[src/rtl/rca_config_pkg.sv]
`default_nettype none
// ============================================================================
// Module   : rca_config_pkg
// Purpose  : Shared types for the RCA configuration loader: config record
//            type codes, record field positions and loader FSM states.
// Ports    : none (package)
// Revision : 1.0 - initial release
// ============================================================================
package rca_config_pkg;

    // Record type codes carried in bits [31:28]; codes 7..15 are illegal.
    typedef enum logic [3:0] {
        REC_CPU_SRC      = 4'd0,
        REC_CPU_DEST_FB  = 4'd1,
        REC_CPU_DEST_NFB = 4'd2,
        REC_GRID         = 4'd3,
        REC_IO           = 4'd4,
        REC_RESULT       = 4'd5,
        REC_IO_INP_MAP   = 4'd6
    } cfg_rec_type_t;

    localparam int REC_TYPE_MSB = 31;
    localparam int REC_TYPE_LSB = 28;
    localparam int REC_ADDR_MSB = 27;
    localparam int REC_ADDR_LSB = 16;
    localparam int REC_DATA_MSB = 15;
    localparam int REC_DATA_LSB = 0;

    typedef enum logic [1:0] {
        ST_IDLE  = 2'd0,
        ST_DRAIN = 2'd1,
        ST_LOAD  = 2'd2,
        ST_DONE  = 2'd3
    } loader_state_t;

endpackage
`default_nettype wire

[src/rtl/rca_cfg_record_decoder.sv]
`default_nettype none
// ============================================================================
// Module   : rca_cfg_record_decoder
// Purpose  : Combinational decode of one 32-bit config record into a single
//            write strobe plus its address/data fields, or an illegal flag.
// Ports    : record            - raw config record
//            *_wr_en           - at most one asserted for a legal record
//            port/addr/sel/map - fields truncated to destination widths
//            illegal           - record type is not a known code
// Revision : 1.0 - initial release
// ============================================================================
module rca_cfg_record_decoder
    import rca_config_pkg::*;
#(
    parameter int PORT_W      = 2,
    parameter int GRID_ADDR_W = 6,
    parameter int GRID_SEL_W  = 4,
    parameter int IO_ADDR_W   = 2,
    parameter int IO_SEL_W    = 3,
    parameter int RES_ADDR_W  = 2,
    parameter int RES_SEL_W   = 2,
    parameter int MAP_W       = 4
) (
    input  logic [31:0]            record,
    output logic                   fb_wr_en,
    output logic                   nfb_wr_en,
    output logic                   grid_wr_en,
    output logic                   io_wr_en,
    output logic                   res_wr_en,
    output logic                   map_wr_en,
    output logic [PORT_W-1:0]      port_sel,
    output logic                   src_dest,
    output logic [4:0]             reg_addr,
    output logic [GRID_ADDR_W-1:0] grid_addr,
    output logic [GRID_SEL_W-1:0]  grid_sel,
    output logic [IO_ADDR_W-1:0]   io_addr,
    output logic [IO_SEL_W-1:0]    io_sel,
    output logic [RES_ADDR_W-1:0]  res_addr,
    output logic [RES_SEL_W-1:0]   res_sel,
    output logic [MAP_W-1:0]       inp_map,
    output logic                   illegal
);

    logic [3:0]  w_type;
    logic [11:0] w_addr;
    logic [15:0] w_data;
    logic        w_unused;

    assign w_type = record[REC_TYPE_MSB:REC_TYPE_LSB];
    assign w_addr = record[REC_ADDR_MSB:REC_ADDR_LSB];
    assign w_data = record[REC_DATA_MSB:REC_DATA_LSB];

    // Upper field bits beyond each destination width are intentionally dropped.
    assign w_unused = ^{w_addr, w_data};

    always_comb begin
        fb_wr_en   = 1'b0;
        nfb_wr_en  = 1'b0;
        grid_wr_en = 1'b0;
        io_wr_en   = 1'b0;
        res_wr_en  = 1'b0;
        map_wr_en  = 1'b0;
        port_sel   = '0;
        src_dest   = 1'b0;
        reg_addr   = '0;
        grid_addr  = '0;
        grid_sel   = '0;
        io_addr    = '0;
        io_sel     = '0;
        res_addr   = '0;
        res_sel    = '0;
        inp_map    = '0;
        illegal    = 1'b0;
        case (cfg_rec_type_t'(w_type))
            REC_CPU_SRC: begin
                fb_wr_en = 1'b1;
                port_sel = w_addr[PORT_W-1:0];
                reg_addr = w_data[4:0];
            end
            REC_CPU_DEST_FB: begin
                fb_wr_en = 1'b1;
                port_sel = w_addr[PORT_W-1:0];
                src_dest = 1'b1;
                reg_addr = w_data[4:0];
            end
            REC_CPU_DEST_NFB: begin
                nfb_wr_en = 1'b1;
                port_sel  = w_addr[PORT_W-1:0];
                src_dest  = 1'b1;
                reg_addr  = w_data[4:0];
            end
            REC_GRID: begin
                grid_wr_en = 1'b1;
                grid_addr  = w_addr[GRID_ADDR_W-1:0];
                grid_sel   = w_data[GRID_SEL_W-1:0];
            end
            REC_IO: begin
                io_wr_en = 1'b1;
                io_addr  = w_addr[IO_ADDR_W-1:0];
                io_sel   = w_data[IO_SEL_W-1:0];
            end
            REC_RESULT: begin
                res_wr_en = 1'b1;
                res_addr  = w_addr[RES_ADDR_W-1:0];
                res_sel   = w_data[RES_SEL_W-1:0];
            end
            REC_IO_INP_MAP: begin
                map_wr_en = 1'b1;
                inp_map   = w_data[MAP_W-1:0];
            end
            default: illegal = 1'b1;
        endcase
    end

endmodule
`default_nettype wire

[src/rtl/rca_config_loader.sv]
`default_nettype none
// ============================================================================
// Module   : rca_config_loader
// Purpose  : Sole writer of the RCA config register file. Locks the target
//            RCA, waits for its in-flight ops to drain, then turns each
//            accepted 32-bit record into one registered write strobe and
//            pulses done at the end.
// Ports    : start/start_ready/start_rca/start_num_words - load request
//            abort                  - cancel load in DRAIN or LOAD
//            cfg_valid/cfg_data/cfg_ready - record stream
//            rca_in_flight/rca_lock/rca_sel - issue-logic interlock
//            *_wr_en + field outputs - config register write interfaces
//            done/err_illegal/aborted - status
// Revision : 1.0 - initial release
// ============================================================================
module rca_config_loader
    import rca_config_pkg::*;
#(
    parameter int NUM_RCAS           = 4,
    parameter int NUM_READ_PORTS     = 4,
    parameter int NUM_WRITE_PORTS    = 4,
    parameter int GRID_NUM_ROWS      = 4,
    parameter int NUM_GRID_MUXES     = 64,
    parameter int GRID_MUX_INPUTS    = 16,
    parameter int IO_UNIT_MUX_INPUTS = 8,
    parameter int MAX_WORDS          = 256,
    localparam int RCA_W       = $clog2(NUM_RCAS),
    localparam int CNT_W       = $clog2(MAX_WORDS + 1),
    localparam int PORT_W      = $clog2(NUM_READ_PORTS),
    localparam int GRID_ADDR_W = $clog2(NUM_GRID_MUXES),
    localparam int GRID_SEL_W  = $clog2(GRID_MUX_INPUTS),
    localparam int IO_ADDR_W   = $clog2(GRID_NUM_ROWS),
    localparam int IO_SEL_W    = $clog2(IO_UNIT_MUX_INPUTS),
    localparam int RES_ADDR_W  = $clog2(NUM_WRITE_PORTS),
    localparam int RES_SEL_W   = $clog2(GRID_NUM_ROWS)
) (
    input  logic                   clk,
    input  logic                   rst,
    input  logic                   start,
    output logic                   start_ready,
    input  logic [RCA_W-1:0]       start_rca,
    input  logic [CNT_W-1:0]       start_num_words,
    input  logic                   abort,
    input  logic                   cfg_valid,
    input  logic [31:0]            cfg_data,
    output logic                   cfg_ready,
    input  logic [NUM_RCAS-1:0]    rca_in_flight,
    output logic [NUM_RCAS-1:0]    rca_lock,
    output logic [RCA_W-1:0]       rca_sel,
    output logic                   cpu_fb_reg_addr_wr_en,
    output logic                   cpu_nfb_reg_addr_wr_en,
    output logic                   grid_mux_wr_en,
    output logic                   io_mux_wr_en,
    output logic                   rca_result_mux_wr_en,
    output logic                   rca_io_inp_map_wr_en,
    output logic [PORT_W-1:0]      cpu_port_sel,
    output logic                   cpu_src_dest_port,
    output logic [4:0]             cpu_reg_addr,
    output logic [GRID_ADDR_W-1:0] grid_mux_addr,
    output logic [GRID_SEL_W-1:0]  new_grid_mux_sel,
    output logic [IO_ADDR_W-1:0]   io_mux_addr,
    output logic [IO_SEL_W-1:0]    new_io_mux_sel,
    output logic [RES_ADDR_W-1:0]  rca_result_mux_addr,
    output logic [RES_SEL_W-1:0]   new_rca_result_mux_sel,
    output logic [GRID_NUM_ROWS-1:0] new_rca_io_inp_map,
    output logic                   done,
    output logic                   err_illegal,
    output logic                   aborted
);

    loader_state_t r_state;
    loader_state_t w_state_nxt;
    logic [CNT_W-1:0] r_remaining;
    logic w_start_acc, w_hs, w_last, w_abort_act;

    logic w_dec_fb, w_dec_nfb, w_dec_grid, w_dec_io, w_dec_res, w_dec_map;
    logic w_dec_sd, w_dec_illegal;
    logic [PORT_W-1:0]        w_dec_port;
    logic [4:0]               w_dec_reg;
    logic [GRID_ADDR_W-1:0]   w_dec_gaddr;
    logic [GRID_SEL_W-1:0]    w_dec_gsel;
    logic [IO_ADDR_W-1:0]     w_dec_ioaddr;
    logic [IO_SEL_W-1:0]      w_dec_iosel;
    logic [RES_ADDR_W-1:0]    w_dec_raddr;
    logic [RES_SEL_W-1:0]     w_dec_rsel;
    logic [GRID_NUM_ROWS-1:0] w_dec_map_val;

    rca_cfg_record_decoder #(
        .PORT_W      (PORT_W),
        .GRID_ADDR_W (GRID_ADDR_W),
        .GRID_SEL_W  (GRID_SEL_W),
        .IO_ADDR_W   (IO_ADDR_W),
        .IO_SEL_W    (IO_SEL_W),
        .RES_ADDR_W  (RES_ADDR_W),
        .RES_SEL_W   (RES_SEL_W),
        .MAP_W       (GRID_NUM_ROWS)
    ) u_decoder (
        .record     (cfg_data),
        .fb_wr_en   (w_dec_fb),
        .nfb_wr_en  (w_dec_nfb),
        .grid_wr_en (w_dec_grid),
        .io_wr_en   (w_dec_io),
        .res_wr_en  (w_dec_res),
        .map_wr_en  (w_dec_map),
        .port_sel   (w_dec_port),
        .src_dest   (w_dec_sd),
        .reg_addr   (w_dec_reg),
        .grid_addr  (w_dec_gaddr),
        .grid_sel   (w_dec_gsel),
        .io_addr    (w_dec_ioaddr),
        .io_sel     (w_dec_iosel),
        .res_addr   (w_dec_raddr),
        .res_sel    (w_dec_rsel),
        .inp_map    (w_dec_map_val),
        .illegal    (w_dec_illegal)
    );

    assign start_ready = (r_state == ST_IDLE);
    assign cfg_ready   = (r_state == ST_LOAD) && (r_remaining != '0);
    assign done        = (r_state == ST_DONE);
    // Lock is held from DRAIN through DONE so issue cannot race the writes.
    assign rca_lock    = (r_state != ST_IDLE) ? (NUM_RCAS'(1) << rca_sel) : '0;

    assign w_start_acc = start && start_ready;
    assign w_hs        = cfg_valid && cfg_ready;
    assign w_last      = w_hs && (r_remaining == CNT_W'(1));
    assign w_abort_act = abort && ((r_state == ST_DRAIN) || (r_state == ST_LOAD));

    always_comb begin
        w_state_nxt = r_state;
        case (r_state)
            ST_IDLE: begin
                if (w_start_acc) w_state_nxt = ST_DRAIN;
            end
            ST_DRAIN: begin
                if (abort) begin
                    w_state_nxt = ST_IDLE;
                end else if (!rca_in_flight[rca_sel]) begin
                    w_state_nxt = (r_remaining == '0) ? ST_DONE : ST_LOAD;
                end
            end
            ST_LOAD: begin
                if (abort)       w_state_nxt = ST_IDLE;
                else if (w_last) w_state_nxt = ST_DONE;
            end
            ST_DONE: w_state_nxt = ST_IDLE;
            default: w_state_nxt = ST_IDLE;
        endcase
    end

    always_ff @(posedge clk) begin
        if (rst) begin
            r_state                <= ST_IDLE;
            r_remaining            <= '0;
            rca_sel                <= '0;
            err_illegal            <= 1'b0;
            aborted                <= 1'b0;
            cpu_fb_reg_addr_wr_en  <= 1'b0;
            cpu_nfb_reg_addr_wr_en <= 1'b0;
            grid_mux_wr_en         <= 1'b0;
            io_mux_wr_en           <= 1'b0;
            rca_result_mux_wr_en   <= 1'b0;
            rca_io_inp_map_wr_en   <= 1'b0;
            cpu_port_sel           <= '0;
            cpu_src_dest_port      <= 1'b0;
            cpu_reg_addr           <= '0;
            grid_mux_addr          <= '0;
            new_grid_mux_sel       <= '0;
            io_mux_addr            <= '0;
            new_io_mux_sel         <= '0;
            rca_result_mux_addr    <= '0;
            new_rca_result_mux_sel <= '0;
            new_rca_io_inp_map     <= '0;
        end else begin
            r_state <= w_state_nxt;
            if (w_start_acc) begin
                rca_sel     <= start_rca;
                r_remaining <= start_num_words;
                err_illegal <= 1'b0;
                aborted     <= 1'b0;
            end else begin
                if (w_hs)                 r_remaining <= r_remaining - CNT_W'(1);
                if (w_hs && w_dec_illegal) err_illegal <= 1'b1;
                if (w_abort_act)          aborted     <= 1'b1;
            end
            // Strobes and fields live for exactly the cycle after a handshake;
            // a record accepted alongside abort still gets written.
            cpu_fb_reg_addr_wr_en  <= w_hs && w_dec_fb;
            cpu_nfb_reg_addr_wr_en <= w_hs && w_dec_nfb;
            grid_mux_wr_en         <= w_hs && w_dec_grid;
            io_mux_wr_en           <= w_hs && w_dec_io;
            rca_result_mux_wr_en   <= w_hs && w_dec_res;
            rca_io_inp_map_wr_en   <= w_hs && w_dec_map;
            cpu_port_sel           <= w_hs ? w_dec_port    : '0;
            cpu_src_dest_port      <= w_hs && w_dec_sd;
            cpu_reg_addr           <= w_hs ? w_dec_reg     : '0;
            grid_mux_addr          <= w_hs ? w_dec_gaddr   : '0;
            new_grid_mux_sel       <= w_hs ? w_dec_gsel    : '0;
            io_mux_addr            <= w_hs ? w_dec_ioaddr  : '0;
            new_io_mux_sel         <= w_hs ? w_dec_iosel   : '0;
            rca_result_mux_addr    <= w_hs ? w_dec_raddr   : '0;
            new_rca_result_mux_sel <= w_hs ? w_dec_rsel    : '0;
            new_rca_io_inp_map     <= w_hs ? w_dec_map_val : '0;
        end
    end

endmodule
`default_nettype wire

[config.mk]
export PLATFORM = sky130hd
export DESIGN_NAME = rca_config_loader
export DESIGN_NICKNAME = d
export VERILOG_FILES = /design/src/rtl/rca_config_pkg.sv /design/src/rtl/rca_cfg_record_decoder.sv /design/src/rtl/rca_config_loader.sv
export SDC_FILE = /design/constraint.sdc
export NUM_CORES = 1
export LEC_CHECK = 0
export CORE_MARGIN = 3
export CORE_UTILIZATION = 38
export DETAILED_ROUTE_END_ITERATION = 12
export PLACE_DENSITY = 0.75
export SYNTH_ARGS = -nofsm -noshare
export SYNTH_HDL_FRONTEND = slang
export SYNTH_SLANG_ARGS = --single-unit
[constraint.sdc]
create_clock -name clk -period 2.1 [get_ports clk]
set_input_delay 0.315 -clock clk [delete_from_list [all_inputs] [get_ports clk]]
set_output_delay 0.315 -clock clk [all_outputs]
set_load 0.05 [all_outputs]
==> impl_metrics.env <==
export IMPL_chipHeight_um=81.4
export IMPL_path_cells="clkdlybuf4s50_1"
export IMPL_clockBufferDepth=2
export IMPL_dpl_instance_area_um2=3110
export IMPL_drt_first_iter_violations=39
export IMPL_design_die_area_um2=6620
export IMPL_via_count=1772
export IMPL_synthDominantAreaCellType="sky130_fd_sc_hd__dfxtp_1"
export IMPL_fp_dieW_um=81.4
export IMPL_clkLatencyLatePin_ps=300
export IMPL_antenna_found_initial=0
export IMPL_wire_per_inst_um=13.1
export IMPL_crit_path_start_kind="flop"
export IMPL_syn_instance_count=205
export IMPL_run_status="completed"
export IMPL_power_ir_vdd_worst_mv=0.364
export IMPL_synth_commonest_cells="sky130_fd_sc_hd__dfxtp_1 (52), sky130_fd_sc_hd__and2_1 (23), sky130_fd_sc_hd__inv_1 (11), sky130_fd_sc_hd__nor3_1 (11)"
export IMPL_maximum_number_of_pins_on_one_net_before_global_route_repair=17
export IMPL_dpl_cell_count=355
export IMPL_cp_required_ps=1780
export IMPL_final_design_area_no_fill_um2=3230
export IMPL_post_synth_instance_area_um2=2160
export IMPL_port_buffers=82
export IMPL_antenna_cells=0
export IMPL_rsz0062_at_grt="true"
export IMPL_first_global_vias=1731
export IMPL_worstSetupEndpointType="output pin"
export IMPL_tritoncts_num_buffers=5
export IMPL_post_synthesis_average_cell_area_um2=10.5
export IMPL_cts_htree_levels=2
export IMPL_async_flop_share_pct=0
export IMPL_finalWorstPathRequiredPeriod_ps=1980
export IMPL_ant_nets=0
export IMPL_crit_buf_inv=1
export IMPL_dp_hpwl_um=3770
export IMPL_drc=0
export IMPL_post_route_util_pct=60.9
export IMPL_fmax_mhz=506
export IMPL_cpLargestDelayFamily="buffers and inverters"
export IMPL_yosys_area_top_type_share_pct=48.2
export IMPL_timing_setup_critical_path_class="flop to output pin"
export IMPL_grt_overflow=0
export IMPL_setup_tns_final_ps=0
export IMPL_grt_first_pass_wirelength_um=7960
export IMPL_finClkSkew_ps=9.49
export IMPL_coreArea_um2=5300
export IMPL_boundaryPins=100
export IMPL_yosysSeqAreaShare_pct=48.2
export IMPL_core_rowCount=26
export IMPL_final_hold_viol_count=0
export IMPL_cp_arrival_ps=1660
export IMPL_clock_root_buffer="sky130_fd_sc_hd__clkbuf_8"
export IMPL_slew_headroom_pct=65.3
export IMPL_route_detailed_vias_per_inst=4.88
export IMPL_worst_path_largest_cell_delay_ps=870
export IMPL_synthesis_warning_total=0
export IMPL_drive_gt1_share_pct=14.7
export IMPL_hold_class="flop to flop"
export IMPL_setup_violating_endpoint_count_in_the_final_report=0
export IMPL_worst_slew_pin_transition_ps=519
export IMPL_post_synth_net_total=264
export IMPL_power_static_leakage_uw=0.00119
export IMPL_final_fill_count=466
export IMPL_synth_main_ff_cell="sky130_fd_sc_hd__dfxtp_1"
export IMPL_crit_path_top_delay_cell="sky130_fd_sc_hd__clkdlybuf4s50_1"
export IMPL_clock_pin_slew_worst_setup_and_hold_paths_ps=90
export IMPL_report_final_slew_viol_count=0
export IMPL_synth_edff_count=0
export IMPL_nNetsFinal=351
export IMPL_cts_resized_gates=0
export IMPL_detail_route_wirelength_um=4740
export IMPL_grtUsageTotal_pct=15.4
export IMPL_power_per_unit_of_standard_cell_area_nw_per_um2=693
export IMPL_syn2layout_area_growth_pct=49.4
export IMPL_synth_most_common_cell="sky130_fd_sc_hd__dfxtp_1"
export IMPL_drt_first_pass_iters=4
export IMPL_floorplan_initialDensity_pct=40.7
export IMPL_finalCritPeriodShare_pct=94.1
export IMPL_worst_hold_slack_ps=517
export IMPL_final_cells=363
export IMPL_cts_hold_buf=0
export IMPL_place_gp_congestion=0.833
export IMPL_critical_path_max_fanout=8
export IMPL_tritoncts="done"
export IMPL_ys_ff_latch=52
export IMPL_post_synth_main_area_contributors="sky130_fd_sc_hd__dfxtp_1 (48%), sky130_fd_sc_hd__and2_1 (6.7%), sky130_fd_sc_hd__ha_1 (4.1%)"
export IMPL_maxCapViolCount=0
export IMPL_synthDistinctLibCells=47
export IMPL_clock_sinks=52
-- placed cells by master (no fill, tap or decap), types with 6 or more instances in the layout --
cell,n
sky130_fd_sc_hd__and2_1,23
sky130_fd_sc_hd__clkbuf_8,6
sky130_fd_sc_hd__nor2_1,7
sky130_fd_sc_hd__dfxtp_1,52
sky130_fd_sc_hd__nand2_1,7
sky130_fd_sc_hd__inv_1,11
sky130_fd_sc_hd__clkdlybuf4s50_1,76
sky130_fd_sc_hd__xnor2_1,6
sky130_fd_sc_hd__buf_4,10
sky130_fd_sc_hd__ha_1,7
sky130_fd_sc_hd__nor3_1,11
sky130_fd_sc_hd__a21oi_1,9
sky130_fd_sc_hd__o21ai_0,9
-- report_power, final --
| part | switching [uW] | leakage [uW] | internal (uW) | total (uW) |
|---|---|---|---|---|
| logic | 263 | 0.000709 | 213 | 476 |
| registers | 41.0 | 0.000421 | 1020 | 1060 |
| clock network | 312 | 0.0000614 | 390 | 702 |
| total | 616 | 0.00119 | 1620 | 2240 |
-- metal layers --
metal	vias to the layer above	share of wire [%]	GRT usage [%]
li1	884	-	-
met1	800	41	18.3
met2	82	48	26.7
met3	6	10	4.77
met4	0	0.72	4.22
met5	-	0	0
-- kinds of logic after synthesis --
family	Yosys count	synth area share, %
buffers and inverters	21	4.58
AO/OA/AOI/OAI	38	15.9
AND/OR/NAND/NOR	78	23.2
flip-flops	52	48.2
adder cells (fa/ha/maj)	7	4.06
XOR/XNOR	6	2.43
multiplexers	3	1.62
-- cell type report --
cell class	instances	area, um^2	area share [%]
sequential	52	1040	32.3
multi-input combinational	132	1020	31.6
timing repair buffer	90	916	28.4
tap	70	87.6	2.71
clock buffer	6	82.6	2.56
inverter	11	41.3	1.28
clock inverter	2	38.8	1.20
-- repair_timing --
item / in CTS / in global routing
hold endpoints to repair: 0 / 0
endpoints found under the setup margin: 0 / 2
buffers inserted: 0 / 0
-- worst paths after layout --
kind         startpoint         end  slack (ps)  cells past startpoint
max reg2reg  r_state[1]  r_state[0]         280                      6
min reg2reg     aborted     aborted         520                      2
min             aborted     aborted         520                      2
max          rca_sel[0]  rca_sel[0]         120                      1
-- sequential cells by signal (all words and copies together), names as in the netlist --
signal                  count
new_rca_result_mux_sel      2
rca_io_inp_map_wr_en        1
rca_result_mux_addr         2
cpu_src_dest_port           1
err_illegal                 1
cpu_port_sel                2
cpu_reg_addr                5
r_remaining                 9
rca_sel                     2
new_io_mux_sel              3
cpu_nfb_reg_addr_wr_en      1
io_mux_wr_en                1
aborted                     1
cpu_fb_reg_addr_wr_en       1
r_state                     2
grid_mux_addr               6
rca_result_mux_wr_en        1
grid_mux_wr_en              1
new_grid_mux_sel            4
io_mux_addr                 2
new_rca_io_inp_map          4
-- stage by stage --
| step | setup WS (ps) | power [uW] |
|---|---|---|
| floorplan | -422 | 1390 |
| global placement | 112 | 1550 |
| detailed placement | 63.3 | 1560 |
| CTS | 102 | 2270 |
| global route | -21.5 | 2360 |
| finish | 123 | 2240 |
Note: power is estimated with default switching activity, not from simulation.
